### config.mk
export PLATFORM = sky130hd
export DESIGN_NAME = hazard_ctrl
export DESIGN_NICKNAME = d
export VERILOG_FILES = /design/src/rtl/hazard_pkg.sv /design/src/rtl/mul_occupancy.sv /design/src/rtl/hazard_ctrl.sv
export SDC_FILE = /design/constraint.sdc
export NUM_CORES = 1
export LEC_CHECK = 0
export ABC_AREA = 1
export CAP_MARGIN = 20
export CELL_PAD_IN_SITES_DETAIL_PLACEMENT = 2
export CELL_PAD_IN_SITES_GLOBAL_PLACEMENT = 2
export CORE_ASPECT_RATIO = 1.75
export CORE_MARGIN = 2
export CORE_UTILIZATION = 24
export DETAILED_ROUTE_END_ITERATION = 6
export GPL_TIMING_DRIVEN = 1
export PLACE_DENSITY_LB_ADDON = 0.25
export SYNTH_ARGS = -nofsm -noshare
export SYNTH_HDL_FRONTEND = slang
export SYNTH_HIERARCHICAL = 1
export SYNTH_SLANG_ARGS = --single-unit
### constraint.sdc
create_clock -name clk -period 2.6 [get_ports clk]
set_clock_uncertainty 0.05 [all_clocks]
set_input_delay 0.26 -clock clk [delete_from_list [all_inputs] [get_ports clk]]
set_output_delay 0.26 -clock clk [all_outputs]
set_load 0.005 [all_outputs]
### src/rtl/hazard_pkg.sv
// Shared types and constants for the execute-stage hazard controller.
package hazard_pkg;

    localparam int unsigned REG_W     = 4;
    localparam int unsigned MUL_CNT_W = $clog2(16);

    localparam logic [REG_W-1:0] PC_REG = 4'd15;

    typedef enum logic [1:0] {
        FWD_RF = 2'b00,
        FWD_W  = 2'b01,
        FWD_M  = 2'b10
    } fwd_sel_t;

    typedef enum logic {
        MUL_IDLE = 1'b0,
        MUL_BUSY = 1'b1
    } mul_state_t;

    // Destination tracking payload carried down the M and W stages
    typedef struct packed {
        logic [REG_W-1:0] rd;
        logic             reg_write;
    } trk_t;

    // M beats W; R15 reads the architectural PC and is never forwarded
    function automatic fwd_sel_t fwd_sel(input logic [REG_W-1:0] ra,
                                         input trk_t              m,
                                         input trk_t              w);
        fwd_sel_t sel;
        sel = FWD_RF;
        if (ra != PC_REG) begin
            if (m.reg_write && (m.rd == ra)) begin
                sel = FWD_M;
            end else if (w.reg_write && (w.rd == ra)) begin
                sel = FWD_W;
            end
        end
        return sel;
    endfunction

endpackage

### src/rtl/mul_occupancy.sv
// Tracks how long a multiply occupies Execute: IDLE/BUSY FSM with a down-counter.
module mul_occupancy
    import hazard_pkg::*;
#(
    parameter int unsigned MUL_CYCLES = 4
) (
    input  logic clk,
    input  logic reset,
    input  logic start,
    input  logic kill,
    output logic busy
);

    mul_state_t           r_state;
    mul_state_t           w_state_nxt;
    logic [MUL_CNT_W-1:0] r_cnt;
    logic [MUL_CNT_W-1:0] w_cnt_nxt;

    always_ff @(posedge clk) begin
        if (!reset) begin
            r_state <= MUL_IDLE;
            r_cnt   <= '0;
        end else begin
            r_state <= w_state_nxt;
            r_cnt   <= w_cnt_nxt;
        end
    end

    // Counter holds remaining busy cycles; a killed start never enters BUSY
    always_comb begin
        w_state_nxt = r_state;
        w_cnt_nxt   = r_cnt;
        case (r_state)
            MUL_IDLE: begin
                if (start && !kill) begin
                    w_state_nxt = MUL_BUSY;
                    w_cnt_nxt   = MUL_CNT_W'(MUL_CYCLES - 1);
                end
            end
            MUL_BUSY: begin
                w_cnt_nxt = r_cnt - MUL_CNT_W'(1);
                if (r_cnt == MUL_CNT_W'(1)) begin
                    w_state_nxt = MUL_IDLE;
                end
            end
            default: begin
                w_state_nxt = MUL_IDLE;
                w_cnt_nxt   = '0;
            end
        endcase
    end

    always_comb begin
        busy = (r_state == MUL_BUSY);
    end

endmodule

### src/rtl/hazard_ctrl.sv
// Execute-stage hazard controller: operand forwarding selects plus
// stall/flush generation for load-use, PC-write, branch and multiply hazards.
module hazard_ctrl
    import hazard_pkg::*;
#(
    parameter int unsigned MUL_CYCLES = 4
) (
    input  logic             clk,
    input  logic             reset,
    input  logic [REG_W-1:0] RA1D,
    input  logic [REG_W-1:0] RA2D,
    input  logic [REG_W-1:0] RA1E,
    input  logic [REG_W-1:0] RA2E,
    input  logic [REG_W-1:0] RdE,
    input  logic             RegWriteE,
    input  logic             MemtoRegE,
    input  logic             PCSrcE,
    input  logic             PCSrcD,
    input  logic             BranchTakenE,
    input  logic             MulStartE,
    output logic [1:0]       forwardAE,
    output logic [1:0]       forwardBE,
    output logic             StallF,
    output logic             StallD,
    output logic             StallE,
    output logic             FlushD,
    output logic             FlushE,
    output logic             MulBusy
);

    trk_t r_m;
    trk_t r_w;
    logic r_pcsrc_m;
    logic w_mul_busy;
    logic w_ldr_stall;
    logic w_pc_wr_pending;
    logic w_stall_d;

    mul_occupancy #(
        .MUL_CYCLES (MUL_CYCLES)
    ) u_mul_occupancy (
        .clk   (clk),
        .reset (reset),
        .start (MulStartE),
        .kill  (BranchTakenE),
        .busy  (w_mul_busy)
    );

    // MemtoReg and PCSrc feed no hazard past M, so only the bits that are read are kept
    always_ff @(posedge clk) begin
        if (!reset) begin
            r_m       <= '0;
            r_w       <= '0;
            r_pcsrc_m <= 1'b0;
        end else begin
            r_m.rd        <= RdE;
            r_m.reg_write <= RegWriteE & ~w_mul_busy;
            r_pcsrc_m     <= PCSrcE & ~w_mul_busy;
            r_w           <= r_m;
        end
    end

    always_comb begin
        w_ldr_stall     = MemtoRegE & RegWriteE & ((RdE == RA1D) | (RdE == RA2D));
        w_pc_wr_pending = PCSrcD | PCSrcE | r_pcsrc_m;
        w_stall_d       = w_ldr_stall | w_mul_busy;
    end

    // A taken branch squashes Decode even while Decode is held by a stall
    always_comb begin
        forwardAE = fwd_sel(RA1E, r_m, r_w);
        forwardBE = fwd_sel(RA2E, r_m, r_w);
        MulBusy   = w_mul_busy;
        StallE    = w_mul_busy;
        StallD    = w_stall_d;
        StallF    = w_ldr_stall | w_pc_wr_pending | w_mul_busy;
        FlushE    = (w_ldr_stall | BranchTakenE) & ~w_mul_busy;
        FlushD    = BranchTakenE | (w_pc_wr_pending & ~w_stall_d);
    end

endmodule
==> results.md <==
- The switching power is 0.000188 W.
- The die is 55.6 um wide.
- The analysis attributes to cell leakage a power of 0.838 nW.
- Hold repair after CTS inserted 0 buffers.
- In the post-synthesis netlist, the biggest area contributors are sky130_fd_sc_hd__dfxtp_1, sky130_fd_sc_hd__nand2_1, sky130_fd_sc_hd__inv_1.
- The worst path in the final design needs a cycle of 2270 ps, including I/O delays and setup.
- The die covers 5250 um2.
- In the final layout, the share of cells above drive strength 1 is 0.0756.
- The share of total power dissipated in the clock network is 0.334.
- Clock-pin slew was measured on the worst setup and hold paths at 70 ps.
- The worst hold path begins at r_m[0]$_SDFF_PN0_.
- The worst setup path is captured at an output pin.
- The switching part of the total power is 0.280.
- The region available for standard cell placement spans 4440 um2.
- Buffers added to address setup during post-CTS repair amount to 0.
- The total of flip-flops plus latches after synthesis is 16.
- The number of gates resized after CTS is 0.
- The sequential share of power is 0.413.
- At the pin with the least slew margin, the transition time is 601 ps.
- The power per cell area is 423 nW/um2.
- Synthesis produced a netlist whose cell count is 187.
- The repair_antennas step left the layout with diodes totalling 0.
- The placed instance count is 272.
- The net count of the finished layout is 256.
- At the end of routability-driven placement, the weighted congestion stood at 0.769.
- The required time reported for the critical path endpoint is 2290 ps.
- The initial antenna violation count came to 0.
- The total wire length is 3470 um.
- Data on the critical path arrives at its endpoint at 1960 ps.
- The count of endpoints failing hold in the final timing report is 0.
- The critical path starts at RdE[0].
- In this run the mean area of a mapped cell was 5.99 um2.
- Internal power comes to 0.000483 W.
- The routed layout has 1260 vias.
- The number of setup violations in the final report is 0.
- The final sum of negative setup slack is 0 ps.
- The setup path with the least slack is of type in2out.
- Buffers placed on the I/O ports in this run total 37.
- Counting flops with an async set or reset pin after synthesis yields a share of 0.
- The violation count after the first detailed-routing iteration is 13.
- The post-route clock period utilization is 0.872.
- TritonCTS built the clock tree.
- Synthesis instantiated 28 different standard cells from the library.
- The final max-slew violation count is 0.
- 38 I/O pins were placed.
- The post-route antenna net violation count is 0.
- The worst register-to-register path begins at u_mul_occupancy/busy$_SDFF_PN0_.
- In this run the number of H-tree levels came out at 1.
- The maximum number of pins on one net before global-route repair is 17.
- The detailed-route vias per instance is 4.57.
- Row generation in the floorplan step produced 32 rows.
- The global routing usage summed across all routing layers is 0.146.
- The wire length of the first global-routing pass is 6020 um.
- Clock tree synthesis inserted a total of 3 buffers.
- The cell area that synthesis handed to floorplanning was 1120 um2.
- The number of max-capacitance violations reported is 0.
- The flow ran to the end, and the final reports show no timing, DRC or antenna violations.
- The cell type with the highest aggregate area in the netlist is sky130_fd_sc_hd__dfxtp_1.
- The clock reaches the later pin of the worst-skew pair after 250 ps.
- The floorplan step set the die height to 94.4 um.
- The worst slew margin relative to its limit is 0.598.
- The buffer type at the clock tree root is sky130_fd_sc_hd__clkbuf_8.
- STA classifies the critical path startpoint as a primary input.
- For this run, the number of standard cells in the final layout without fillers is 276.
- The detailed-placement wirelength estimate is 2990 um.
- Static timing analysis puts the maximum clock frequency at 0.441 GHz.
- Yosys mapped a number of flops with a built-in enable equal to 0.
- The via count of the first global-routing pass is 1364.
- Setup repair after global routing left no endpoint under its margin.
- The type of the most critical hold path is reg2reg.
- The final worst setup slack is 333 ps.
- Of the total power, combinational logic draws 0.252.
- For this configuration, the core starts out at a cell density of 0.252.
- The synthesis warning total is 6.
- The commonest register cell after synthesis is sky130_fd_sc_hd__dfxtp_1.
- The detailed-route wire length per cell is 12.6 um.
- The synthesized netlist net count is 217.
- The area added between synthesis and finish is 41.7%.
- The area fraction of the dominant cell type after synthesis is 0.286.
- Prior to clock tree synthesis, the placed netlist has a worst setup slack of 291 ps.
- The worst hold slack after final layout is 411 ps.
- Along the worst path, the maximum fanout reaches 4.
- The maximum buffer depth of the clock tree is 2.
- The remaining routing DRC violations is 0.
- The number of search-and-repair iterations in the first detailed-routing pass is 2.
- The share of the Yosys chip area taken by registers is 0.286.
- The global-route congestion overflow total is 0.
- The largest vdd supply drop is 270 uV.
- CTS saw 16 sinks.
==> placed cells by master (no fill, tap or decap), types with 3 or more instances in the layout <==
master and count:
sky130_fd_sc_hd__nand3_1 6, sky130_fd_sc_hd__o21ai_0 3, sky130_fd_sc_hd__inv_2 4, sky130_fd_sc_hd__inv_1 44, sky130_fd_sc_hd__xnor2_1 3, sky130_fd_sc_hd__nand2_1 60, sky130_fd_sc_hd__clkbuf_8 4, sky130_fd_sc_hd__clkdlybuf4s50_1 37
sky130_fd_sc_hd__nor2_1 14, sky130_fd_sc_hd__a21oi_1 7, sky130_fd_sc_hd__nand2_2 3, sky130_fd_sc_hd__nand4_1 6, sky130_fd_sc_hd__dfxtp_1 16
==> per-layer routing <==
metal / share of wire / GRT usage / wire [um]
met1: 0.34 / 0.136 / 1180
met2: 0.62 / 0.313 / 2150
met3: 0.026 / 0.0123 / 91
met4: 0.015 / 0.0549 / 51
met5: 0 / 0 / 0
==> worst max-delay path, cell delays in order <==
cell	delay [ps]
sky130_fd_sc_hd__clkdlybuf4s50_1	550
sky130_fd_sc_hd__inv_2	60
sky130_fd_sc_hd__nand2_2	50
sky130_fd_sc_hd__nand2_1	40
sky130_fd_sc_hd__nor2_1	110
sky130_fd_sc_hd__nand2_1	60
sky130_fd_sc_hd__nand2_1	100
sky130_fd_sc_hd__nand2_2	90
sky130_fd_sc_hd__a21oi_2	120
sky130_fd_sc_hd__clkdlybuf4s50_1	510
==> power by group through the flow <==
stage                     clock (W)  combinational, W  sequential [W]
after floorplan                   0         0.0000877        0.000276
after global placement            0          0.000169        0.000283
after detailed placement          0          0.000173        0.000283
after CTS                  0.000232          0.000174        0.000278
after global routing       0.000243          0.000195        0.000280
final                      0.000224          0.000169        0.000277
==> through the flow <==
step | total power, W | cell area [um2] | util
final | 0.000671 | 1590 | 0.357
after global routing | 0.000718 | 1590 | 0.357
after CTS | 0.000684 | 1590 | 0.357
after detailed placement | 0.000456 | 1530 | 0.345
after global placement | 0.000452 | 1530 | 0.345
after floorplan | 0.000364 | 1120 | -
==> registers in the layout, summed over array words and instances (netlist names) <==
| name | flops |
|---|---|
| u_mul_occupancy/r_cnt | 4 |
| u_mul_occupancy/busy | 1 |
| r_m | 5 |
| r_pcsrc_m | 1 |
| r_w | 5 |
==> final timing paths <==
check	end	slack, ps	cells past startpoint
worst max register to register	u_mul_occupancy/r_cnt[2]$_SDFFE_PN0P_	1390	3
worst min-delay path	r_w[0]$_SDFF_PN0_	410	2
worst min register to register	r_w[0]$_SDFF_PN0_	410	2
worst max-delay path	FlushE	330	10
==> synthesized netlist by cell type (all sizes together) (2+ instances only) <==
| master | n |
|---|---|
| xnor2 | 3 |
| nand3 | 7 |
| nand2 | 63 |
| ha | 2 |
| o22ai | 2 |
| buf | 2 |
| nor2b | 2 |
| xor2 | 2 |
| a21boi | 2 |
| nand4 | 6 |
| inv | 49 |
| a21oi | 9 |
| o21ai | 3 |
| dfxtp | 16 |
| nor2 | 15 |
==> cell families after synthesis <==
kind of cell | synth area share
fa+ha+maj | 0.0223
buf+inv | 0.187
simple gates | 0.381
flops | 0.286
xor+xnor | 0.0391
compound gates | 0.0849
==> area by class of cell <==
class / count / area [um2]
fill: 558 / 2860
clock buffer: 4 / 55.1
sequential: 16 / 320
timing repair buffer: 37 / 370
tap: 51 / 63.8
inverter: 49 / 186
multi-input combinational: 119 / 591
No activity file was read; power rests on OpenSTA's default activity.
